--- src/rtl/alu_issue_ctrl_if.sv ---
// Command, ALU-side and response signals for alu_issue_ctrl.
// ALU_CHAIN_EN adds cmd_chain to the command channel.
interface alu_issue_ctrl_if #(
  parameter int unsigned CNT_W = 4
) ();
  logic             cmd_valid;
  logic             cmd_ready;
  logic [1:0]       cmd_op;
  logic [1:0]       cmd_a;
  logic [1:0]       cmd_b;
`ifdef ALU_CHAIN_EN
  logic             cmd_chain;
`endif
  logic [1:0]       alu_a;
  logic [1:0]       alu_b;
  logic             alu_op;
  logic [4:0]       functop;
  logic [1:0]       alu_result;
  logic             alu_carry;
  logic             alu_borrow;
  logic             rsp_valid;
  logic             rsp_ready;
  logic [1:0]       rsp_result;
  logic             rsp_carry;
  logic             rsp_borrow;
  logic [CNT_W-1:0] op_count;

  // Controller side.
  modport slave (
    input  cmd_valid, cmd_op, cmd_a, cmd_b,
`ifdef ALU_CHAIN_EN
    input  cmd_chain,
`endif
    input  alu_result, alu_carry, alu_borrow, rsp_ready,
    output cmd_ready, alu_a, alu_b, alu_op, functop,
    output rsp_valid, rsp_result, rsp_carry, rsp_borrow, op_count
  );

  // Instruction path / ALU / consumer side.
  modport master (
    output cmd_valid, cmd_op, cmd_a, cmd_b,
`ifdef ALU_CHAIN_EN
    output cmd_chain,
`endif
    output alu_result, alu_carry, alu_borrow, rsp_ready,
    input  cmd_ready, alu_a, alu_b, alu_op, functop,
    input  rsp_valid, rsp_result, rsp_carry, rsp_borrow, op_count
  );
endinterface

--- src/rtl/alu_issue_ctrl.sv ---
// Issues one command at a time to the 2-bit ALU, holds operands for a settle window and
// returns the captured result. Define ALU_CHAIN_EN to feed the last result back as operand a.
module alu_issue_ctrl #(
  parameter int unsigned SETTLE_CYC = 1,
  parameter int unsigned CNT_W      = 4
) (
  input logic             clk,
  input logic             rst,
  alu_issue_ctrl_if.slave bus
);

  typedef enum logic [1:0] {StIdle, StDrive, StResp} state_e;

  localparam logic [1:0] OpAdd = 2'b00;
  localparam logic [1:0] OpSub = 2'b01;
  localparam logic [1:0] OpAnd = 2'b10;
  localparam logic [1:0] OpOr  = 2'b11;
  localparam logic [3:0] SettleLoad = 4'(SETTLE_CYC - 1);

  state_e           state_q, state_d;
  logic [1:0]       op_q, op_d;
  logic [1:0]       a_q, a_d;
  logic [1:0]       b_q, b_d;
  logic [3:0]       settle_q, settle_d;
  logic [1:0]       res_q, res_d;
  logic             carry_q, carry_d;
  logic             borrow_q, borrow_d;
  logic             valid_q, valid_d;
  logic [CNT_W-1:0] cnt_q, cnt_d;
  logic             accept;

  assign bus.cmd_ready  = (state_q == StIdle) & ~rst;
  assign accept         = bus.cmd_valid & bus.cmd_ready;
  assign bus.rsp_valid  = valid_q;
  assign bus.rsp_result = res_q;
  assign bus.rsp_carry  = carry_q;
  assign bus.rsp_borrow = borrow_q;
  assign bus.op_count   = cnt_q;

  always_comb begin
    state_d  = state_q;
    op_d     = op_q;
    a_d      = a_q;
    b_d      = b_q;
    settle_d = settle_q;
    res_d    = res_q;
    carry_d  = carry_q;
    borrow_d = borrow_q;
    valid_d  = valid_q;
    cnt_d    = cnt_q;
    unique case (state_q)
      StIdle: begin
        if (accept) begin
          op_d     = bus.cmd_op;
`ifdef ALU_CHAIN_EN
          // res_q still holds the last captured result (00 after reset).
          a_d      = bus.cmd_chain ? res_q : bus.cmd_a;
`else
          a_d      = bus.cmd_a;
`endif
          b_d      = bus.cmd_b;
          settle_d = SettleLoad;
          state_d  = StDrive;
        end
      end
      StDrive: begin
        if (settle_q == 4'd0) begin
          res_d    = bus.alu_result;
          carry_d  = bus.alu_carry & (op_q == OpAdd);
          borrow_d = bus.alu_borrow & (op_q == OpSub);
          valid_d  = 1'b1;
          state_d  = StResp;
        end else begin
          settle_d = settle_q - 4'd1;
        end
      end
      StResp: begin
        if (bus.rsp_ready) begin
          valid_d = 1'b0;
          cnt_d   = cnt_q + 1'b1;
          state_d = StIdle;
        end
      end
      default: state_d = StIdle;
    endcase
  end

  // ALU inputs are only live while driving; parked at zero otherwise.
  always_comb begin
    bus.alu_op  = 1'b0;
    bus.functop = 5'b00000;
    bus.alu_a   = 2'b00;
    bus.alu_b   = 2'b00;
    if (state_q == StDrive) begin
      bus.alu_op = 1'b1;
      bus.alu_a  = a_q;
      bus.alu_b  = b_q;
      unique case (op_q)
        OpAdd: bus.functop = 5'b01000;
        OpSub: bus.functop = 5'b00100;
        OpAnd: bus.functop = 5'b00000;
        OpOr:  bus.functop = 5'b11000;
        default: bus.functop = 5'b00000;
      endcase
    end
  end

  always_ff @(posedge clk or posedge rst) begin
    if (rst) begin
      state_q  <= StIdle;
      op_q     <= 2'b00;
      a_q      <= 2'b00;
      b_q      <= 2'b00;
      settle_q <= 4'd0;
      res_q    <= 2'b00;
      carry_q  <= 1'b0;
      borrow_q <= 1'b0;
      valid_q  <= 1'b0;
      cnt_q    <= '0;
    end else begin
      state_q  <= state_d;
      op_q     <= op_d;
      a_q      <= a_d;
      b_q      <= b_d;
      settle_q <= settle_d;
      res_q    <= res_d;
      carry_q  <= carry_d;
      borrow_q <= borrow_d;
      valid_q  <= valid_d;
      cnt_q    <= cnt_d;
    end
  end

endmodule

--- src/flat_wrapper.sv ---
// flat-port wrapper written by rule: the top's interface ports become plain ports
module alu_issue_ctrl_flat 
#(
  parameter int unsigned SETTLE_CYC = 1,
  parameter int unsigned CNT_W      = 4
)
  (clk, rst, bus_cmd_valid, bus_cmd_op, bus_cmd_a, bus_cmd_b, bus_alu_result, bus_alu_carry, bus_alu_borrow, bus_rsp_ready, bus_cmd_ready, bus_alu_a, bus_alu_b, bus_alu_op, bus_functop, bus_rsp_valid, bus_rsp_result, bus_rsp_carry, bus_rsp_borrow, bus_op_count);
  alu_issue_ctrl_if #(.CNT_W(CNT_W)) bus_i ();
  input logic clk;
  input logic rst;
  input wire logic [$bits(bus_i.cmd_valid)-1:0] bus_cmd_valid;
  input wire logic [$bits(bus_i.cmd_op)-1:0] bus_cmd_op;
  input wire logic [$bits(bus_i.cmd_a)-1:0] bus_cmd_a;
  input wire logic [$bits(bus_i.cmd_b)-1:0] bus_cmd_b;
  input wire logic [$bits(bus_i.alu_result)-1:0] bus_alu_result;
  input wire logic [$bits(bus_i.alu_carry)-1:0] bus_alu_carry;
  input wire logic [$bits(bus_i.alu_borrow)-1:0] bus_alu_borrow;
  input wire logic [$bits(bus_i.rsp_ready)-1:0] bus_rsp_ready;
  output wire logic [$bits(bus_i.cmd_ready)-1:0] bus_cmd_ready;
  output wire logic [$bits(bus_i.alu_a)-1:0] bus_alu_a;
  output wire logic [$bits(bus_i.alu_b)-1:0] bus_alu_b;
  output wire logic [$bits(bus_i.alu_op)-1:0] bus_alu_op;
  output wire logic [$bits(bus_i.functop)-1:0] bus_functop;
  output wire logic [$bits(bus_i.rsp_valid)-1:0] bus_rsp_valid;
  output wire logic [$bits(bus_i.rsp_result)-1:0] bus_rsp_result;
  output wire logic [$bits(bus_i.rsp_carry)-1:0] bus_rsp_carry;
  output wire logic [$bits(bus_i.rsp_borrow)-1:0] bus_rsp_borrow;
  output wire logic [$bits(bus_i.op_count)-1:0] bus_op_count;
  assign bus_i.cmd_valid = bus_cmd_valid;
  assign bus_i.cmd_op = bus_cmd_op;
  assign bus_i.cmd_a = bus_cmd_a;
  assign bus_i.cmd_b = bus_cmd_b;
  assign bus_i.alu_result = bus_alu_result;
  assign bus_i.alu_carry = bus_alu_carry;
  assign bus_i.alu_borrow = bus_alu_borrow;
  assign bus_i.rsp_ready = bus_rsp_ready;
  assign bus_cmd_ready = bus_i.cmd_ready;
  assign bus_alu_a = bus_i.alu_a;
  assign bus_alu_b = bus_i.alu_b;
  assign bus_alu_op = bus_i.alu_op;
  assign bus_functop = bus_i.functop;
  assign bus_rsp_valid = bus_i.rsp_valid;
  assign bus_rsp_result = bus_i.rsp_result;
  assign bus_rsp_carry = bus_i.rsp_carry;
  assign bus_rsp_borrow = bus_i.rsp_borrow;
  assign bus_op_count = bus_i.op_count;
  alu_issue_ctrl #(.SETTLE_CYC(SETTLE_CYC), .CNT_W(CNT_W)) u_core (.clk(clk), .rst(rst), .bus(bus_i));
endmodule
--- config.mk ---
export PLATFORM = sky130hd
export DESIGN_NAME = alu_issue_ctrl_flat
export DESIGN_NICKNAME = d
export VERILOG_FILES = /design/src/rtl/alu_issue_ctrl_if.sv /design/src/rtl/alu_issue_ctrl.sv /design/src/flat_wrapper.sv
export SDC_FILE = /design/constraint.sdc
export NUM_CORES = 1
export LEC_CHECK = 0
export ABC_AREA = 1
export CAP_MARGIN = 20
export CORE_MARGIN = 2
export CORE_UTILIZATION = 40
export DETAILED_ROUTE_END_ITERATION = 16
export PLACE_DENSITY = 0.81
export SLEW_MARGIN = 20
export SYNTH_ARGS = -nofsm -noshare
export SYNTH_HDL_FRONTEND = slang
export SYNTH_SLANG_ARGS = --single-unit
--- constraint.sdc ---
create_clock -name clk -period 1.4 [get_ports clk]
set_input_delay 0.42 -clock clk [delete_from_list [all_inputs] [get_ports clk]]
set_output_delay 0.42 -clock clk [all_outputs]
set_load 0.05 [all_outputs]
Word-level counts from Yosys, hierarchy flattened
Index checks and enable logic that the tools add are counted.

Register bits after elaboration: 21. Bits of input ports: 14. Output and inout bits: 20.

Add/subtract/negate cells: 2. Equality and inequality tests: 9. Mux-type cells: 15. Bitwise operators: 5. Reduce and logical (&&, ||, !) cells: 11.

Operators with widths (count): 5-bit case mux with 4 select lines (1); 2-bit two-way mux (5); 3-bit AND reduction (3); 4-bit two-way mux (2); 4-bit case mux with 2 select lines (1); 2-bit == test, second input constant (3); 2-bit case mux with 3 select lines (1); 2-bit AND reduction (3); 5-bit two-way mux (1); 4-bit by 1-bit adder with 4-bit output, second input constant (1); 1-bit AND (4); 2-bit by 1-bit == test with 1-bit output, second input constant (2); 2-bit zero test (2); 4-bit zero test (1); 2-bit by 1-bit inequality test with 1-bit output, second input constant (2); 2-bit inequality test, second input constant (2); 2-bit nonzero test (2); 4-bit by 1-bit subtractor with 4-bit output, second input constant (1); 1-bit two-way mux (3); 1-bit case mux with 2 select lines (1); 1-bit inverter (1).

Depth between registers and ports, before layout
Depth after elaboration: 5. Mapped depth: 8.

Worst setup path before layout
OpenSTA, ideal clock, no wires.

Kind: register to output. Start: register u_core.state_q[0]. End: output bus_cmd_ready. Data arrival time: 1510 ps. Data required time: 980 ps. Path slack: -530 ps. Cell stages (with the launch flop): 2. Buffers on the path: 0. Cells stage by stage: dfrtp_1 -> nor3_1.

Word-level cells in the longest chain between the ends: 2.

RTL lines: start, declared (line alu_issue_ctrl.sv:20) `state_e state_q, state_d;`; start signal, assigned (line alu_issue_ctrl.sv:110) `state_q <= StIdle;`; start signal, assigned (line alu_issue_ctrl.sv:121) `state_q <= state_d;`; 2-bit zero test (line alu_issue_ctrl.sv:32) `assign bus.cmd_ready = (state_q == StIdle) & ~rst;`; 1-bit AND (line alu_issue_ctrl.sv:32); end, declared (line flat_wrapper.sv:19) `output wire logic [$bits(bus_i.cmd_ready)-1:0] bus_cmd_ready;`.

No other way between the ends.

Worst setup path after layout
Start: register u_core.op_q[0]. End: output bus_functop[3].

Word-level cells in the longest chain between the ends: 3. Elaborated cells between the ends (all ways): 6.

RTL lines: start, declared (line alu_issue_ctrl.sv:21) `logic [1:0] op_q, op_d;`; start signal, assigned (line alu_issue_ctrl.sv:122) `op_q <= op_d;`; 2-bit == test (tied with other cells) (line alu_issue_ctrl.sv:98) `unique case (op_q)`; 5-bit case mux with 4 select lines (*) (line alu_issue_ctrl.sv:98); 5-bit two-way mux (*) (line alu_issue_ctrl.sv:94) `if (state_q == StDrive) begin`; end, declared (line flat_wrapper.sv:23) `output wire logic [$bits(bus_i.functop)-1:0] bus_functop;`.

Every way passes the cells marked *; elsewhere a longest branch is shown, timed or not. The select of a mux whose other input is x is not followed.

==> metrics.md <==
| Metric | Value |
|---|---|
| Cell Area, Synth | 1070 sq um |
| Setup_tns | -2.573 ns |
| Nets | 191 |
| Leading area contributor after synthesis | dfrtp_1 |
| Max Fanout on Critical Path | 3 |
| Ranking of synthesized cells by area | dfrtp_1 49%, nand2_1 8.4%, ha_1 7.0% |
| TritonCTS Sinks | 21 |
| Top-Level Pins | 34 |
| Syn-to-layout area delta | 78.01% |
| Final max-slew violation count | 0 |
| DR vias/cell | 4.850 |
| Register area share after synthesis | 49.12% |
| Synth cell types | 25 |
| Die W | 55.72 um |
| Clk slew on worst S/H paths | 0.12 ns |
| Pin count of the biggest net entering global routing | 22 |
| Max Cap Viol | 0 |
| Prevailing post-synth register cell | dfrtp_1 |
| Initial drt markers | 11 |
| RSZ-0062 raised after global routing | true |
| Crit path cell chain | inv_2 > ha_4 > nor2_4 > buf_12 |
| Final instance area | 1904 sq um |
| Core outline area | 2500 sq um |
| WHS | 0.2830 ns |
| Initial antenna violation count | 0 |
| Synth warnings | 0 |
| Final setup fails | 9 |
| Total track usage | 18.30% |
| Reg2reg start | u_core.state_q[0]$_DFFE_PP0P_ |
| H-tree lvl count | 1 |
| Root Driver | clkbuf_4 |
| Setup Skew | 0.001055 ns |
| Mapped Cells | 121 |
| Dpl cells | 189 |
| Worst EP required | 0.98 ns |
| Total global routing overflow | 0 |
| Final Hold Viols | 0 |
| R2R Setup Slk | 0.02 ns |
| EDFF count, synth | 0 |
| WL/cell | 13.90 um |
| Critical path class | reg2out |
| LEAKAGE | 0.8939 nW |
| Setup ws final | -0.3205 ns |
| Port Buffer Count | 31 |
| CP endpoint kind | output pin |
| WP data arrival | 1.30 ns |
| Non-filler instance count after layout | 200 |
| R2R Path End | u_core.op_q[0]$_DFFE_PP0P_ |
| Clock latency on the worst-skew pair | 0.31 ns |
| Hold Path Class | in2async |
| CTS tree | yes |
| Failing checks | setup timing |
| First-pass GRT wire length | 4450 um |
| Fin crit share | 122.9% |
| HPWL after DPL | 1920 um |
| Status | complete, but fails checks |
| Seq cells post-synth | 21 |
| Final critical-path required period | 1.721 ns |
| Max Clk Rate | 581.2 MHz |
| Worst setup path start | u_core.op_q[0]$_DFFE_PP0P_ |
| Count leader, synth | nand2_1 |
| Initial Util | 42.79% |
| Site Rows | 18 |
| Max VDD drop | 2.045 mV |
| Via count | 970 |
| Worst Setup Start Kind | flop |
| TritonRoute pass-1 iters | 6 |
| Slowest-stage cell, CP | dfrtp_1 |
| Worst reg2reg path depth | 5 |
| Most instantiated cells after synthesis | 24 x nand2_1, 21 x dfrtp_1, 20 x nor2_1 |
| Antenna cell count | 0 |
| CP max stage delay | 0.44 ns |
| Die Area | 3104 sq um |
| CTS buffer count | 3 |
| Syn Area/Cell | 8.841 sq um |
| Post-DRT Antenna Nets | 0 |
| PwrDens | 2337 nW/um^2 |
| Crit path depth | 4 |
| Layout cells sized above 1 | 41.18% |
| DIE HEIGHT | 55.72 um |
| Vias in the first global route | 1023 |
| Post-Route WL | 2779 um |
| CP top delay family | flip-flops |
| Top cell type's share of synthesized area | 49.12% |
| Max Buffers Root-to-Sink | 2 |
| Post-route DRC | 0 |
| Hold_buf cts | 0 |
| Critical Path Sink | bus_functop[3] |
| Gp weighted congestion | 0.7428 |
| Buf+Inv Stages, Crit Path | 2 |
| Placed inst area | 1683 sq um |
| Post-synth ARST share | 100.0% |
tightest hold or removal path, delay by kind of cell:
family	cells	cell delay [ns]
buffers and inverters	3	0.57
state kept, by name, summed over array words and instances, names as in the netlist:
signal                 flops
u_core.a_q                 2
u_core.state_q             2
u_core.bus.rsp_borrow      1
u_core.bus.rsp_carry       1
u_core.bus.rsp_valid       1
u_core.op_q                2
u_core.settle_q            4
u_core.bus.op_count        4
u_core.bus.rsp_result      2
u_core.b_q                 2
metrics by stage:
step           utilization [%]  power, mW  setup slack, ns
2_1_floorplan                -      2.465          -0.1336
3_3_place_gp             67.32      3.610          -0.2742
3_5_place_dp             67.32      3.705          -0.2803
4_1_cts                  73.37      4.347          -0.3069
5_1_grt                  76.18      4.679          -0.3700
6_report                 76.18      4.450          -0.3205
cells in the final DEF, fill, tap and decap left out, types with 3 or more instances in the layout:
cell and instances:
a21oi_1 6, buf_12 19, buf_4 12, clkbuf_4 3, clkdlybuf4s50_1 12, dfrtp_1 19
ha_1 3, inv_1 8, inv_2 5, inv_4 3, nand2_1 24, nand3_1 6
nor2_1 11, nor2_4 8
what timing repair did:
| action | in CTS | in global routing |
|---|---|---|
| gates resized for setup | 18 | 11 |
| endpoints found under the setup margin | 9 | 14 |
| buffers inserted | 5 | 0 |
| cloned | 1 | 1 |
| pin swaps | 4 | 2 |
cells by family after synthesis:
family / count (synthesis) / share of synthesized area, %
AO/OA/AOI/OAI: 10 / 5.263
XOR/XNOR: 3 / 2.457
adder cells (fa/ha/maj): 6 / 7.017
buffers and inverters: 21 / 9.708
flip-flops: 21 / 49.12
other: 1 / 0.3505
AND/OR/NAND/NOR: 59 / 26.08
metal layers:
| metal | track usage [%] | wire length [um] | share of wire (%) |
|---|---|---|---|
| met1 | 19.35 | 1042 | 37 |
| met5 | 0 | 0 | 0 |
| met3 | 5.349 | 151 | 5.4 |
| met2 | 33.67 | 1515 | 55 |
| met4 | 7.317 | 70 | 2.5 |
how the worst min path moves through the flow:
stage	startpoint	endpoint	slack, ns	cells after the start
floorplan	rst	u_core.a_q[0]$_DFFE_PP0P_	0.29	1
global placement	u_core.settle_q[0]$_DFFE_PP0P_	u_core.settle_q[0]$_DFFE_PP0P_	0.46	2
detailed placement	u_core.settle_q[0]$_DFFE_PP0P_	u_core.settle_q[0]$_DFFE_PP0P_	0.49	2
CTS	u_core.settle_q[0]$_DFFE_PP0P_	u_core.settle_q[0]$_DFFE_PP0P_	0.52	2
global route	rst	u_core.state_q[0]$_DFFE_PP0P_	0.32	3
finish	rst	u_core.state_q[1]$_DFFE_PP0P_	0.28	3
final cells by class:
type / instances / area (sq um)
Clock buffer: 4 / 26.28
Fill cell: 157 / 595.6
Timing Repair Buffer: 47 / 650.6
Multi-Input combinational cell: 81 / 586.8
Inverter: 17 / 75.07
Tap cell: 30 / 37.54
Sequential cell: 21 / 528.0
power by group:
part / switching, mW / total (mW) / internal (mW)
Combinational: 1.63 / 3.02 / 1.40
Clock: 0.189 / 0.300 / 0.111
Sequential: 0.276 / 1.13 / 0.851
Power figures use the tool's default switching activity.
==> edit: new RTL, same flow settings <==
Reset style: synchronous (`rst`), changed in one clocked block.
--- a/src/rtl/alu_issue_ctrl.sv
+++ b/src/rtl/alu_issue_ctrl.sv
@@ -105,7 +105,7 @@
     end
   end
 
-  always_ff @(posedge clk or posedge rst) begin
+  always_ff @(posedge clk) begin
     if (rst) begin
       state_q  <= StIdle;
       op_q     <= 2'b00;
Function: differs if rst is asserted again (counterexample within 4 cycles, from zero or initial values and one cycle with rst high); with rst held inactive, the same outputs for 10 cycles.
==> edit against the original RTL <==
Area after synthesis fell by 3.3%; die area fell by 3.0%; design area shrank 4.1%; sequential cell count unchanged; wire length is 1.9% higher; sequential share of layout area is 4.0 points lower; clock skew rose by 0.012 ns; critical endpoint is now bus_functop[2]; worst setup slack improved by 0.035 ns; worst hold slack better by 0.19 ns; the flow still finishes with violations (negative setup slack).
Power is left out: it rests on default switching activity, and per cell area and clock period it moved more than threefold.
==> edit: results (changes against the original RTL) <==
stage,metric,value,unit,change
finish,nets,212,,+11%
sta,Clock Skew,0.0127,ns,+0.0116 ns
setup_path,Critical Path Start,u_core.op_q[0],,
global_routing,largest net degree at the start of global routing,13,,-41%
run_status,status,finished with violations,,
placed_design,GPL Wtd Cong,0.873,,+18%
setup_path,Crit path arrival time,1.27,ns,-0.03 ns
run_status,failing checks,negative setup slack,,
yosys,main flop type after synthesis,dfxtp_1,,
detailed_routing,DR iter-0 viols,33,,+22
detailed_routing,Vias/cell,4.87,,+0.48%
global_routing,vias in the first global route,987,,-3.5%
setup_path,Reg-to-Reg Start,u_core.settle_q[1],,
detailed_routing,Wirelength per Cell,12.8,um,-7.8%
placed_design,post-detail-place hpwl,1950,um,+1.7%
setup_path,crit path max fanout,2,,-1
yosys,"Distinct cells, synth",20,,-20%
yosys,Cells after Synth,145,,+20%
sta,Final setup viols,9,,unchanged
global_routing,GR Util All Layers,20.2,%,+1.9 points
sta,Setup WS post-layout,-0.286,ns,+0.0347 ns
global_routing,first-pass GRT wire length,4220,um,-5.3%
worst_hold_path,Hold WC Path Type,reg2reg,,
yosys,largest area contributor in the netlist,dfxtp_1,,
yosys,"Seq/Total Area, Yosys",40.6,%,-8.5 points
-- edit: metrics by stage --
stage / setup TNS (ns) / hold WS [ns]
3_5_place_dp: -3.89 / 0.462
2_1_floorplan: -0.111 / 0.441
3_3_place_gp: -3.48 / 0.449
5_1_grt: -2.30 / 0.500
4_1_cts: -1.85 / 0.478
6_report: -1.86 / 0.471
-- edit: final cells by class --
type | count | area [um2]
multi-input cells | 97 | 627
inverters | 24 | 95.1
fillers | 164 | 629
clock inverters | 1 | 5.00
clock buffers | 3 | 22.5
flip-flops and latches | 21 | 433
repair buffers | 45 | 606
well taps | 30 | 37.5
-- edit: worst reg2reg max path, stage by stage, from the launching register on --
cell and delay, ns:
dfxtp_1 0.34, inv_1 0.09, ha_1 0.20, nand3_4 0.13
nor2_4 0.17, inv_2 0.08, nor2_1 0.15, nor2_1 0.07
-- edit: final timing paths --
path,cells after the start,to,slack (ns)
worst max-delay path,5,bus_functop[2],-0.29
worst min-delay path,2,u_core.settle_q[0],0.47
worst max register to register,7,u_core.bus.rsp_result[1],0.08
worst min register to register,2,u_core.settle_q[0],0.47
-- edit: cell families (layout without fill, tap and decap cells) --
| family | Yosys count | count (layout) | share of synthesized area, % |
|---|---|---|---|
| buffers and inverters | 28 | 73 | 11.0 |
| flip-flops | 21 | 21 | 40.6 |
| adder cells (fa/ha/maj) | 6 | 6 | 7.25 |
| AND/OR/NAND/NOR | 71 | 71 | 32.0 |
| other | 1 | 2 | 0.362 |
| AO/OA/AOI/OAI | 18 | 18 | 8.71 |
-- edit: per-layer routing --
metal | vias to the layer above | routed length [um]
met5 | - | 0
met4 | 0 | 65
met3 | 8 | 183
met2 | 45 | 1460
met1 | 482 | 1130
li1 | 542 | -
-- edit: what timing repair did --
item                                   in CTS  in global routing
setup buffers                               4                  1
gates resized for setup                    17                  9
hold buffers                                0                  0
pin swaps                                   6                  6
setup endpoints to repair                  10                 16
endpoints found under the hold margin       0                  0
